`src/rtl/feature_lut_arbiter_pkg.sv`:
```
// Shared constants and helpers for the feature LUT arbiter slice.
// Provides the LUT width defaults, the stats counter width and the requester-id width helper.
package feature_lut_arbiter_pkg;

  localparam int LUT_ADDR_WIDTH = 14;
  localparam int LUT_DATA_WIDTH = 32;
  localparam int STAT_WIDTH     = 16;

  // Requester index width; never narrower than one bit.
  function automatic int id_width(input int n);
    return (n < 2) ? 1 : $clog2(n);
  endfunction

endpackage

```
`src/rtl/feature_lut_arbiter_if.sv`:
```
// Request, ROM and response signals of the feature LUT arbiter.
// The master modport is the requester/ROM/consumer side; slave is the arbiter.
interface feature_lut_arbiter_if
  import feature_lut_arbiter_pkg::*;
#(
  parameter int NUM_REQ    = 4,
  parameter int ADDR_WIDTH = LUT_ADDR_WIDTH,
  parameter int DATA_WIDTH = LUT_DATA_WIDTH
);
  localparam int IDW = id_width(NUM_REQ);

  logic [NUM_REQ-1:0]            req_valid;
  logic [NUM_REQ*ADDR_WIDTH-1:0] req_addr;
  logic [NUM_REQ-1:0]            req_ready;
  logic [ADDR_WIDTH-1:0]         rom_addr;
  logic [DATA_WIDTH-1:0]         rom_data;
  logic                          rsp_valid;
  logic                          rsp_ready;
  logic [IDW-1:0]                rsp_id;
  logic [DATA_WIDTH-1:0]         rsp_data;

  modport master (
    output req_valid, req_addr, rom_data, rsp_ready,
    input  req_ready, rom_addr, rsp_valid, rsp_id, rsp_data
  );

  modport slave (
    input  req_valid, req_addr, rom_data, rsp_ready,
    output req_ready, rom_addr, rsp_valid, rsp_id, rsp_data
  );

endinterface

```
`src/rtl/feature_lut_arbiter_rr_arbiter.sv`:
```
// Round-robin arbiter: first requester at or above ptr (with wrap) wins.
// Produces a one-hot grant plus its index; all-zero grant when en is low.
module feature_lut_arbiter_rr_arbiter
  import feature_lut_arbiter_pkg::*;
#(
  parameter int NUM_REQ = 4
) (
  input  logic [NUM_REQ-1:0]              req,
  input  logic                            en,
  input  logic [id_width(NUM_REQ)-1:0]    ptr,
  output logic [NUM_REQ-1:0]              grant,
  output logic [id_width(NUM_REQ)-1:0]    idx
);
  localparam int IDW = id_width(NUM_REQ);

  int   cand;
  logic found;

  always_comb begin
    grant = '0;
    idx   = '0;
    found = 1'b0;
    cand  = 0;
    for (int k = 0; k < NUM_REQ; k++) begin
      cand = int'(ptr) + k;
      if (cand >= NUM_REQ) cand = cand - NUM_REQ;
      if (!found && en && req[cand]) begin
        found       = 1'b1;
        grant[cand] = 1'b1;
        idx         = IDW'(cand);
      end
    end
  end

endmodule

```
`src/rtl/feature_lut_arbiter.sv`:
```
// Shares one registered-read LUT ROM among NUM_REQ requesters with credit-limited response FIFO.
// Optional FEATURE_LUT_ARB_STATS_EN adds saturating grant/stall counters.
module feature_lut_arbiter
  import feature_lut_arbiter_pkg::*;
#(
  parameter int NUM_REQ        = 4,
  parameter int ADDR_WIDTH     = LUT_ADDR_WIDTH,
  parameter int DATA_WIDTH     = LUT_DATA_WIDTH,
  parameter int RSP_FIFO_DEPTH = 4
) (
  input  logic                           clk,
  input  logic                           rst,
  feature_lut_arbiter_if.slave           bus
`ifdef FEATURE_LUT_ARB_STATS_EN
  ,
  output logic [NUM_REQ*STAT_WIDTH-1:0]  stat_grants,
  output logic [STAT_WIDTH-1:0]          stat_stall
`endif
);
  localparam int IDW = id_width(NUM_REQ);
  localparam int PW  = $clog2(RSP_FIFO_DEPTH);
  localparam int CW  = PW + 2;

  logic [IDW-1:0]        ptr;
  logic [NUM_REQ-1:0]    grant;
  logic [IDW-1:0]        gnt_idx;
  logic                  credit_ok;
  logic                  accept;
  logic [ADDR_WIDTH-1:0] sel_addr;

  logic                  vld_p0, vld_p1;
  logic [IDW-1:0]        id_p0, id_p1;

  logic [IDW-1:0]        id_mem   [RSP_FIFO_DEPTH];
  logic [DATA_WIDTH-1:0] data_mem [RSP_FIFO_DEPTH];
  logic [PW-1:0]         wr_ptr, rd_ptr;
  logic [PW:0]           count;
  logic                  push, pop;

  // Every accepted read owns a FIFO slot until popped, so the FIFO cannot overflow.
  assign credit_ok = (CW'(vld_p0) + CW'(vld_p1) + CW'(count)) < CW'(RSP_FIFO_DEPTH);

  feature_lut_arbiter_rr_arbiter #(.NUM_REQ(NUM_REQ)) u_rr_arbiter (
    .req   (bus.req_valid),
    .en    (credit_ok & ~rst),
    .ptr   (ptr),
    .grant (grant),
    .idx   (gnt_idx)
  );

  assign bus.req_ready = grant;
  assign accept        = |grant;

  always_comb begin
    sel_addr = '0;
    for (int i = 0; i < NUM_REQ; i++)
      if (grant[i]) sel_addr = sel_addr | bus.req_addr[i*ADDR_WIDTH +: ADDR_WIDTH];
  end

  // Stage p0: accepted address drives the ROM
  always_ff @(posedge clk or posedge rst) begin
    if (rst) begin
      ptr          <= '0;
      bus.rom_addr <= '0;
      vld_p0       <= 1'b0;
      id_p0        <= '0;
    end else begin
      vld_p0 <= accept;
      if (accept) begin
        id_p0        <= gnt_idx;
        bus.rom_addr <= sel_addr;
        ptr          <= (gnt_idx == IDW'(NUM_REQ - 1)) ? '0 : gnt_idx + IDW'(1);
      end
    end
  end

  // Stage p1: tag aligned with the ROM output register
  always_ff @(posedge clk or posedge rst) begin
    if (rst) begin
      vld_p1 <= 1'b0;
      id_p1  <= '0;
    end else begin
      vld_p1 <= vld_p0;
      id_p1  <= id_p0;
    end
  end

  assign push = vld_p1;
  assign pop  = bus.rsp_valid & bus.rsp_ready;

  always_ff @(posedge clk or posedge rst) begin
    if (rst) begin
      wr_ptr <= '0;
      rd_ptr <= '0;
      count  <= '0;
    end else begin
      if (push) wr_ptr <= wr_ptr + PW'(1);
      if (pop)  rd_ptr <= rd_ptr + PW'(1);
      case ({push, pop})
        2'b10:   count <= count + (PW+1)'(1);
        2'b01:   count <= count - (PW+1)'(1);
        default: count <= count;
      endcase
    end
  end

  always_ff @(posedge clk) begin
    if (push) begin
      id_mem[wr_ptr]   <= id_p1;
      data_mem[wr_ptr] <= bus.rom_data;
    end
  end

  // Head is forced to zero while empty so reset leaves clean outputs.
  assign bus.rsp_valid = (count != '0);
  assign bus.rsp_id    = bus.rsp_valid ? id_mem[rd_ptr]   : '0;
  assign bus.rsp_data  = bus.rsp_valid ? data_mem[rd_ptr] : '0;

`ifdef FEATURE_LUT_ARB_STATS_EN
  function automatic logic [STAT_WIDTH-1:0] sat_inc(input logic [STAT_WIDTH-1:0] v);
    return (&v) ? v : v + STAT_WIDTH'(1);
  endfunction

  logic [STAT_WIDTH-1:0] grant_cnt [NUM_REQ];
  logic [STAT_WIDTH-1:0] stall_cnt;

  always_ff @(posedge clk or posedge rst) begin
    if (rst) begin
      for (int i = 0; i < NUM_REQ; i++) grant_cnt[i] <= '0;
      stall_cnt <= '0;
    end else begin
      for (int i = 0; i < NUM_REQ; i++)
        if (grant[i]) grant_cnt[i] <= sat_inc(grant_cnt[i]);
      if (|bus.req_valid && !credit_ok) stall_cnt <= sat_inc(stall_cnt);
    end
  end

  always_comb begin
    stat_grants = '0;
    for (int i = 0; i < NUM_REQ; i++) stat_grants[i*STAT_WIDTH +: STAT_WIDTH] = grant_cnt[i];
  end
  assign stat_stall = stall_cnt;
`endif

endmodule

```
`src/flat_wrapper.sv`:
```
// flat-port wrapper written by rule: the top's interface ports become plain ports
module feature_lut_arbiter_flat import feature_lut_arbiter_pkg::*;
#(
  parameter int NUM_REQ        = 4,
  parameter int ADDR_WIDTH     = LUT_ADDR_WIDTH,
  parameter int DATA_WIDTH     = LUT_DATA_WIDTH,
  parameter int RSP_FIFO_DEPTH = 4
)
  (clk, rst, bus_req_valid, bus_req_addr, bus_rom_data, bus_rsp_ready, bus_req_ready, bus_rom_addr, bus_rsp_valid, bus_rsp_id, bus_rsp_data);
  feature_lut_arbiter_if #(.NUM_REQ(NUM_REQ), .ADDR_WIDTH(ADDR_WIDTH), .DATA_WIDTH(DATA_WIDTH)) bus_i ();
  input  logic clk;
  input  logic rst;
  input wire logic [$bits(bus_i.req_valid)-1:0] bus_req_valid;
  input wire logic [$bits(bus_i.req_addr)-1:0] bus_req_addr;
  input wire logic [$bits(bus_i.rom_data)-1:0] bus_rom_data;
  input wire logic [$bits(bus_i.rsp_ready)-1:0] bus_rsp_ready;
  output wire logic [$bits(bus_i.req_ready)-1:0] bus_req_ready;
  output wire logic [$bits(bus_i.rom_addr)-1:0] bus_rom_addr;
  output wire logic [$bits(bus_i.rsp_valid)-1:0] bus_rsp_valid;
  output wire logic [$bits(bus_i.rsp_id)-1:0] bus_rsp_id;
  output wire logic [$bits(bus_i.rsp_data)-1:0] bus_rsp_data;
  assign bus_i.req_valid = bus_req_valid;
  assign bus_i.req_addr = bus_req_addr;
  assign bus_i.rom_data = bus_rom_data;
  assign bus_i.rsp_ready = bus_rsp_ready;
  assign bus_req_ready = bus_i.req_ready;
  assign bus_rom_addr = bus_i.rom_addr;
  assign bus_rsp_valid = bus_i.rsp_valid;
  assign bus_rsp_id = bus_i.rsp_id;
  assign bus_rsp_data = bus_i.rsp_data;
  feature_lut_arbiter #(.NUM_REQ(NUM_REQ), .ADDR_WIDTH(ADDR_WIDTH), .DATA_WIDTH(DATA_WIDTH), .RSP_FIFO_DEPTH(RSP_FIFO_DEPTH)) u_core (.clk(clk), .rst(rst), .bus(bus_i));
endmodule
```
`config.mk`:
```
export PLATFORM = sky130hd
export DESIGN_NAME = feature_lut_arbiter_flat
export DESIGN_NICKNAME = d
export VERILOG_FILES = /design/src/rtl/feature_lut_arbiter_pkg.sv /design/src/rtl/feature_lut_arbiter_if.sv /design/src/rtl/feature_lut_arbiter_rr_arbiter.sv /design/src/rtl/feature_lut_arbiter.sv /design/src/flat_wrapper.sv
export SDC_FILE = /design/constraint.sdc
export NUM_CORES = 1
export LEC_CHECK = 0
export CAP_MARGIN = 10
export CORE_MARGIN = 5
export CORE_UTILIZATION = 50
export CTS_BUF_LIST = sky130_fd_sc_hd__clkbuf_8
export DETAILED_ROUTE_END_ITERATION = 10
export PLACE_DENSITY = 0.9
export SYNTH_ARGS = -nofsm -noshare
export SYNTH_HDL_FRONTEND = slang
export SYNTH_HIERARCHICAL = 1
export SYNTH_SLANG_ARGS = --single-unit
```
`constraint.sdc`:
```
create_clock -name clk -period 4.85 [get_ports clk]
set_input_delay 0.97 -clock clk [delete_from_list [all_inputs] [get_ports clk]]
set_output_delay 0.97 -clock clk [all_outputs]
set_load 0.01 [all_outputs]
```
Yosys cells after proc, flatten, opt, wreduce, memory -nomap -nowiden

Memories as Yosys holds them, arrays and structs flattened.
Index checks and enable logic that the tools add are counted.

Muxes and demuxes: 45
Reduce and logical (&&, ||, !) cells: 17
Equality and inequality tests: 3
Bitwise logic cells: 9
Order comparisons: 13
Add/sub/neg operators: 14

Operators by type and width:

| kind                                                                                 | count |
|---|---|
| 32-bit 2-to-1 mux                                                                    | 5 |
| 32-bit by 1-bit greater-or-equal comparator with 1-bit output, second input constant | 4 |
| 32-bit by 4-bit less-than comparator with 1-bit output, second input constant        | 4 |
| 14-bit 2-to-1 mux                                                                    | 4 |
| 14-bit OR                                                                            | 3 |
| 1-bit 2-to-1 mux                                                                     | 17 |
| 4-bit 2-to-1 mux                                                                     | 4 |
| 2-bit 2-to-1 mux                                                                     | 6 |
| 4-bit OR                                                                             | 3 |
| 3-bit by 3-bit subtractor with 4-bit output, second input constant                   | 3 |
| 1-bit logical AND                                                                    | 11 |
| 3-bit greater-or-equal comparator, second input constant                             | 3 |
| 1-bit binary-select mux with 2-bit select                                            | 4 |
| 1-bit demux with 2-bit select                                                        | 4 |
| 2-bit by 1-bit adder with 2-bit output, second input constant                        | 3 |
| 2-bit by 2-bit adder with 3-bit output, second input constant                        | 2 |
| 3-bit one-hot mux with 2 select lines                                                | 1 |
| 4-bit by 3-bit adder with 4-bit output                                               | 1 |
| 2-bit == test, second input constant                                                 | 2 |
| 4-bit by 3-bit less-than comparator with 1-bit output, second input constant         | 1 |
| 4-bit OR reduction                                                                   | 1 |
| 2-bit by 3-bit subtractor with 4-bit output, second input constant                   | 1 |
| 2-bit by 1-bit adder with 3-bit output, second input constant                        | 1 |
| 3-bit by 1-bit adder with 3-bit output, second input constant                        | 1 |
| other kinds (9)                                                                      | 12 |

Memories kept: 2
Memory bits (writable): 136
Bits in registers: 29
Output and inout port bits: 53

Memories:

| memory          | depth | bits a word | read ports | clocked after Yosys merged registers in | wr ports | RTL line                  | text |
|---|---|---|---|---|---|---|---|
| u_core.data_mem | 4     | 32          | 1          | 0                                       | 1        | feature_lut_arbiter.sv:35 | `logic [DATA_WIDTH-1:0] data_mem [RSP_FIFO_DEPTH];` |
| u_core.id_mem   | 4     | 2           | 1          | 0                                       | 1        | feature_lut_arbiter.sv:34 | `logic [IDW-1:0] id_mem [RSP_FIFO_DEPTH];` |

Longest topological paths before layout

Gate-level depths: netlist of run 1.

Depth in word-level cells: 26
Mapped depth: 13
Gate-level depth less buffers: 11

Modules after synthesis

The synthesis of run 1 kept the hierarchy.

By module, submodules not included:

| module                         | sequential area each (um^2) | cells each | instances | area an instance (um^2) |
|---|---|---|---|---|
| feature_lut_arbiter            | 4809.6                      | 351        | 1         | 6591.3 |
| feature_lut_arbiter_rr_arbiter | 0.0                         | 58         | 1         | 506.7 |

Worst setup path before layout of run 1

No wires, ideal clock.

Path kind: flip-flop to output port
Start point: reg u_core.ptr[0]
End point: out bus_req_ready[1]
Stages on the path, launching flop included: 9
Data arrival time: 2739 ps
Setup slack: 1141 ps
Cells stage by stage: dfrtp_1 -> buf_6 -> inv_1 -> ha_1 -> buf_6 -> mux4_2 -> or3_4 -> a2111oi_4 -> a221o_1

Cells in the longest elaborated chain, start to end: 19
Elaborated cells on any way between the ends: 67
Classes of those cells: add/sub: 7; order compare: 12; mux: 31; bitwise: 3; reduce/logical: 14

RTL lines:

| what                                                                                                                   | RTL line                             | text |
|---|---|---|
| start, declared                                                                                                        | feature_lut_arbiter.sv:24            | `logic [IDW-1:0] ptr;` |
| start signal, assigned                                                                                                 | feature_lut_arbiter.sv:72            | `ptr <= (gnt_idx == IDW'(NUM_REQ - 1)) ? '0 : gnt_idx + IDW'(1);` |
| parallel branches: the longest is 18 deep, another holds 32-bit by 1-bit greater-or-equal comparator with 1-bit output | n/a                                  |  |
| 4-bit 2-to-1 mux *                                                                                                     | feature_lut_arbiter_rr_arbiter.sv:27 | `if (!found && en && req[cand]) begin` |
| end, declared                                                                                                          | flat_wrapper.sv:17                   | `output wire logic [$bits(bus_i.req_ready)-1:0] bus_req_ready;` |

Mark *: on every way between the ends. The select of a mux whose other input is x is not followed.

Worst setup path in the final report of run 1

Start point: reg u_core.ptr[1]
End point: out bus_req_ready[2]

The elaborated chain is that of the path after synthesis.

==> results of run 1 <==
## state kept, by name, summed over array words and instances (netlist names)
| register | count |
|---|---|
| u_core/data_mem | 128 |
| u_core/rd_ptr | 2 |
| u_core/ptr | 2 |
| u_core/wr_ptr | 2 |
| u_core/push | 1 |
| u_core/id_p0 | 2 |
| u_core/id_mem | 8 |
| u_core/bus.rom_addr | 14 |
| u_core/vld_p0 | 1 |
| u_core/id_p1 | 2 |
| u_core/count | 3 |
## metal layers
| metal | vias to the layer above | GRT usage |
|---|---|---|
| met4 | 0 | 0.0642 |
| met1 | 2040 | 0.218 |
| met5 | - | 0 |
| met2 | 213 | 0.310 |
| met3 | 27 | 0.0594 |
| li1 | 1909 | - |
## final cells by class
class	instances	area, um2	share of cell area
Clock buffer	17	234	0.0255
Multi-Input combinational cell	208	2100	0.228
Clock inverter	15	203	0.0221
Inverter	11	41.3	0.00450
Sequential cell	165	4810	0.524
Timing Repair Buffer	156	1570	0.171
Tap cell	180	225	0.0245
## synth_stat cells, drive strengths merged
| cell | count | share of area |
|---|---|---|
| ha | 14 | 0.025 |
| buf | 13 | 0.016 |
| a31oi | 15 | 0.013 |
| o21ai | 4 | 0.0028 |
| a2111oi | 1 | 0.0039 |
| mux2 | 3 | 0.0063 |
| clkbuf | 12 | 0.0065 |
| and2b | 2 | 0.0025 |
| a211oi | 2 | 0.0021 |
| nand3 | 1 | 0.00070 |
| mux4 | 37 | 0.12 |
| nand2 | 9 | 0.0048 |
| o2bb2ai | 1 | 0.0012 |
| nand3b | 4 | 0.0042 |
| a22oi | 28 | 0.030 |
| xnor2 | 2 | 0.0025 |
| edfxtp | 136 | 0.58 |
| a221o | 4 | 0.0056 |
| mux2i | 3 | 0.0042 |
| nor2b | 2 | 0.0018 |
| fa | 1 | 0.0028 |
| a21oi | 6 | 0.0042 |
| and2 | 39 | 0.034 |
| xor2 | 4 | 0.0049 |
| or3 | 2 | 0.0025 |
| o21a | 1 | 0.0011 |
| nor4b | 1 | 0.0033 |
| nor3 | 2 | 0.0014 |
| dfrtp | 29 | 0.10 |
| nor2 | 17 | 0.0090 |
| o211ai | 2 | 0.0021 |
| or4 | 1 | 0.0011 |
| inv | 11 | 0.0058 |
## repair_timing
item,4_1_cts,5_1_grt
pin swaps,0,1
endpoints found under the hold margin,0,0
resized for setup,1,1
hold buffers,0,0
setup buffers,0,0
endpoints found under the setup margin,4,4
## metrics by stage
stage | area (um2) | hold WS, ps | setup slack [ps] | power, W
finish | 9190 | 391 | 198 | 0.00510
global route | 9190 | 397 | 19.3 | 0.00542
CTS | 9160 | 394 | 66.8 | 0.00517
detailed placement | 8720 | 374 | 213 | 0.00411
global placement | 8720 | 365 | 296 | 0.00405
floorplan | 7100 | 354 | 1140 | 0.00324
## worst reg2reg max path: stages (launching register included)
cell and delay, ps:
dfrtp_2 500, inv_1 150, ha_2 430, mux4_2 620
or3_4 380, a2111oi_4 340, a221o_1 260, buf_4 210
or4_1 130, buf_4 300, mux2_4 340
## power groups by stage
stage	combinational, W	clock (W)	sequential (W)
6_report	0.00207	0.00104	0.00199
5_1_grt	0.00225	0.00114	0.00202
4_1_cts	0.00210	0.00107	0.00200
3_5_place_dp	0.00209	0	0.00203
3_3_place_gp	0.00204	0	0.00201
2_1_floorplan	0.00129	0	0.00195
## kinds of logic (layout without fill, tap and decap cells)
logic type	count (synthesis)	count (layout)	share of synthesized area
buf+inv	36	199	0.0280
xor+xnor	6	6	0.00740
mux	43	43	0.128
compound gates	64	64	0.0659
simple gates	80	80	0.0656
fa+ha+maj	15	15	0.0275
flops	165	165	0.678
## worst max path at each step
stage | slack [ps] | from | cells past startpoint | endpoint
floorplan | 1140 | u_core/ptr[0]$_DFFE_PP0P_ | 8 | bus_req_ready[1]
global placement | 300 | bus_req_valid[2] | 6 | bus_req_ready[0]
detailed placement | 210 | bus_req_valid[2] | 6 | bus_req_ready[2]
CTS | 70 | u_core/ptr[1]$_DFFE_PP0P_ | 7 | bus_req_ready[2]
global route | 20 | u_core/ptr[1]$_DFFE_PP0P_ | 7 | bus_req_ready[3]
finish | 200 | u_core/ptr[1]$_DFFE_PP0P_ | 7 | bus_req_ready[2]
==> flow_summary.ini, run 1 <==
[worst_setup_path]
worst_path_max_delay_cell = mux4_2
r2r-end = u_core/id_p0[0]$_DFFE_PP0P_
reg2reg_from = u_core/ptr[1]$_DFFE_PP0P_
crit_family = buffers and inverters
path_class = flop to primary output
r2r_slack_ps = 1050
setup.worst_path.end_class = primary output
cp.arrival_ps = 3680
crit_chain = inv_1, ha_2, mux4_2, or3_4, a2111oi_4, a221o_1, clkdlybuf4s50_1
start_kind = flop
worstPathMaxFanout = 12
critPathRequiredTime_ps = 3880
path_buf_inv = 2
reg2reg_depth = 10
slowest_delay_ps = 620

[sta]
rsz0062_at_grt = no
fmax_mhz = 215
tightestPinTransition_ps = 1170
clock_skew_ps = 6.96
slew_violations = 0
maxSlewHeadroom = 0.222
setup_tns_ps = 0
hold_violations = 0
setup_violations = 0
layout_min_cycle_time_ps = 4650
fin_crit_sh = 0.959

[power_and_ir_drop]
power_density_nw_per_um2 = 556
comb_power_share = 0.405
p_leak_nw = 3.16
switching_share = 0.307
p_sw_w = 0.00157
intPower_w = 0.00354
pwr-share-clk = 0.205
power_frac_seq = 0.391
ir_drop_v = 0.000314

[grt]
track_usage = 0.182
grt_first_pass_wirelength_mm = 22.9
grt_pass1_vias = 4418
gr-total-overflow = 0
antenna_found_initial = 0
grt_max_degree = 38

[job]
cap_violations = 0

[yosys]
yosys_warnings = 6
netlist_area_um2 = 7100
ys_seq_area_frac = 0.678
syn_avg_cell_area_um2 = 17.4
syn_nets = 519
syn_inst = 409
yosysUniqueCellTypes = 37
synth_seq_cells = 165

[route]
ant_nets = 0
drcViolationCount = 0
routed_wl_mm = 14.7
via_per_inst = 5.57
routed-wl-met3_mm = 1.44
first_pass_iters = 4
drtIter0Drc = 257
via_count = 4189
route.met2.wl_mm = 7.53
top_layer = met4
wl_met1_mm = 5.43
routedWlPerCell_um = 19.5

[floorplanning]
io_pins = 148
dieHeight_um = 129
die_w_um = 129
coreArea_um2 = 13900
rows = 43
die_area_um2 = 16700
start_util = 0.511

[clock_network]
clockBufferDepth = 2
tritoncts = built
path_clk_slew_ps = 80
htree_levels = 4
root_buffer = clkbuf_8
insertion_delay_ps = 440
cts_sinks = 165
cts_buffers = 17

[cells_and_area]
syn_to_final_growth_pct = 29.4
drive_gt1_frac = 0.163
layout.nets = 669
mostFrequentLayoutCells = clkdlybuf4s50_1 (147), edfxtp_1 (136), mux4_2 (37), and2_1 (35), a22oi_1 (28)
mostFrequentLayoutCell = clkdlybuf4s50_1
diodes = 0
final_cells = 752
nFillCells = 922
utilization = 0.662

[placement]
detailed_place_hpwl_mm = 9.53
port-buffer-count = 147
place_inst = 719
gp_congestion = 0.920

[run_status]
outcome = finished, final reports clean

[worst_hold_path]
hold_start = u_core/vld_p0$_DFF_PP0_
worstHoldEndpoint = u_core/push$_DFF_PP0_
hold_class = flop to flop
worst_hold_path.num_cells = 0
No activity file was read; power rests on OpenSTA's default activity.
==> run 2, diff against run 1 <==
Settings changed: HOLD_SLACK_MARGIN set to 0.1.
==> results of run 2 <==
Final layout, timing and power as in run 1 (identical DEF).
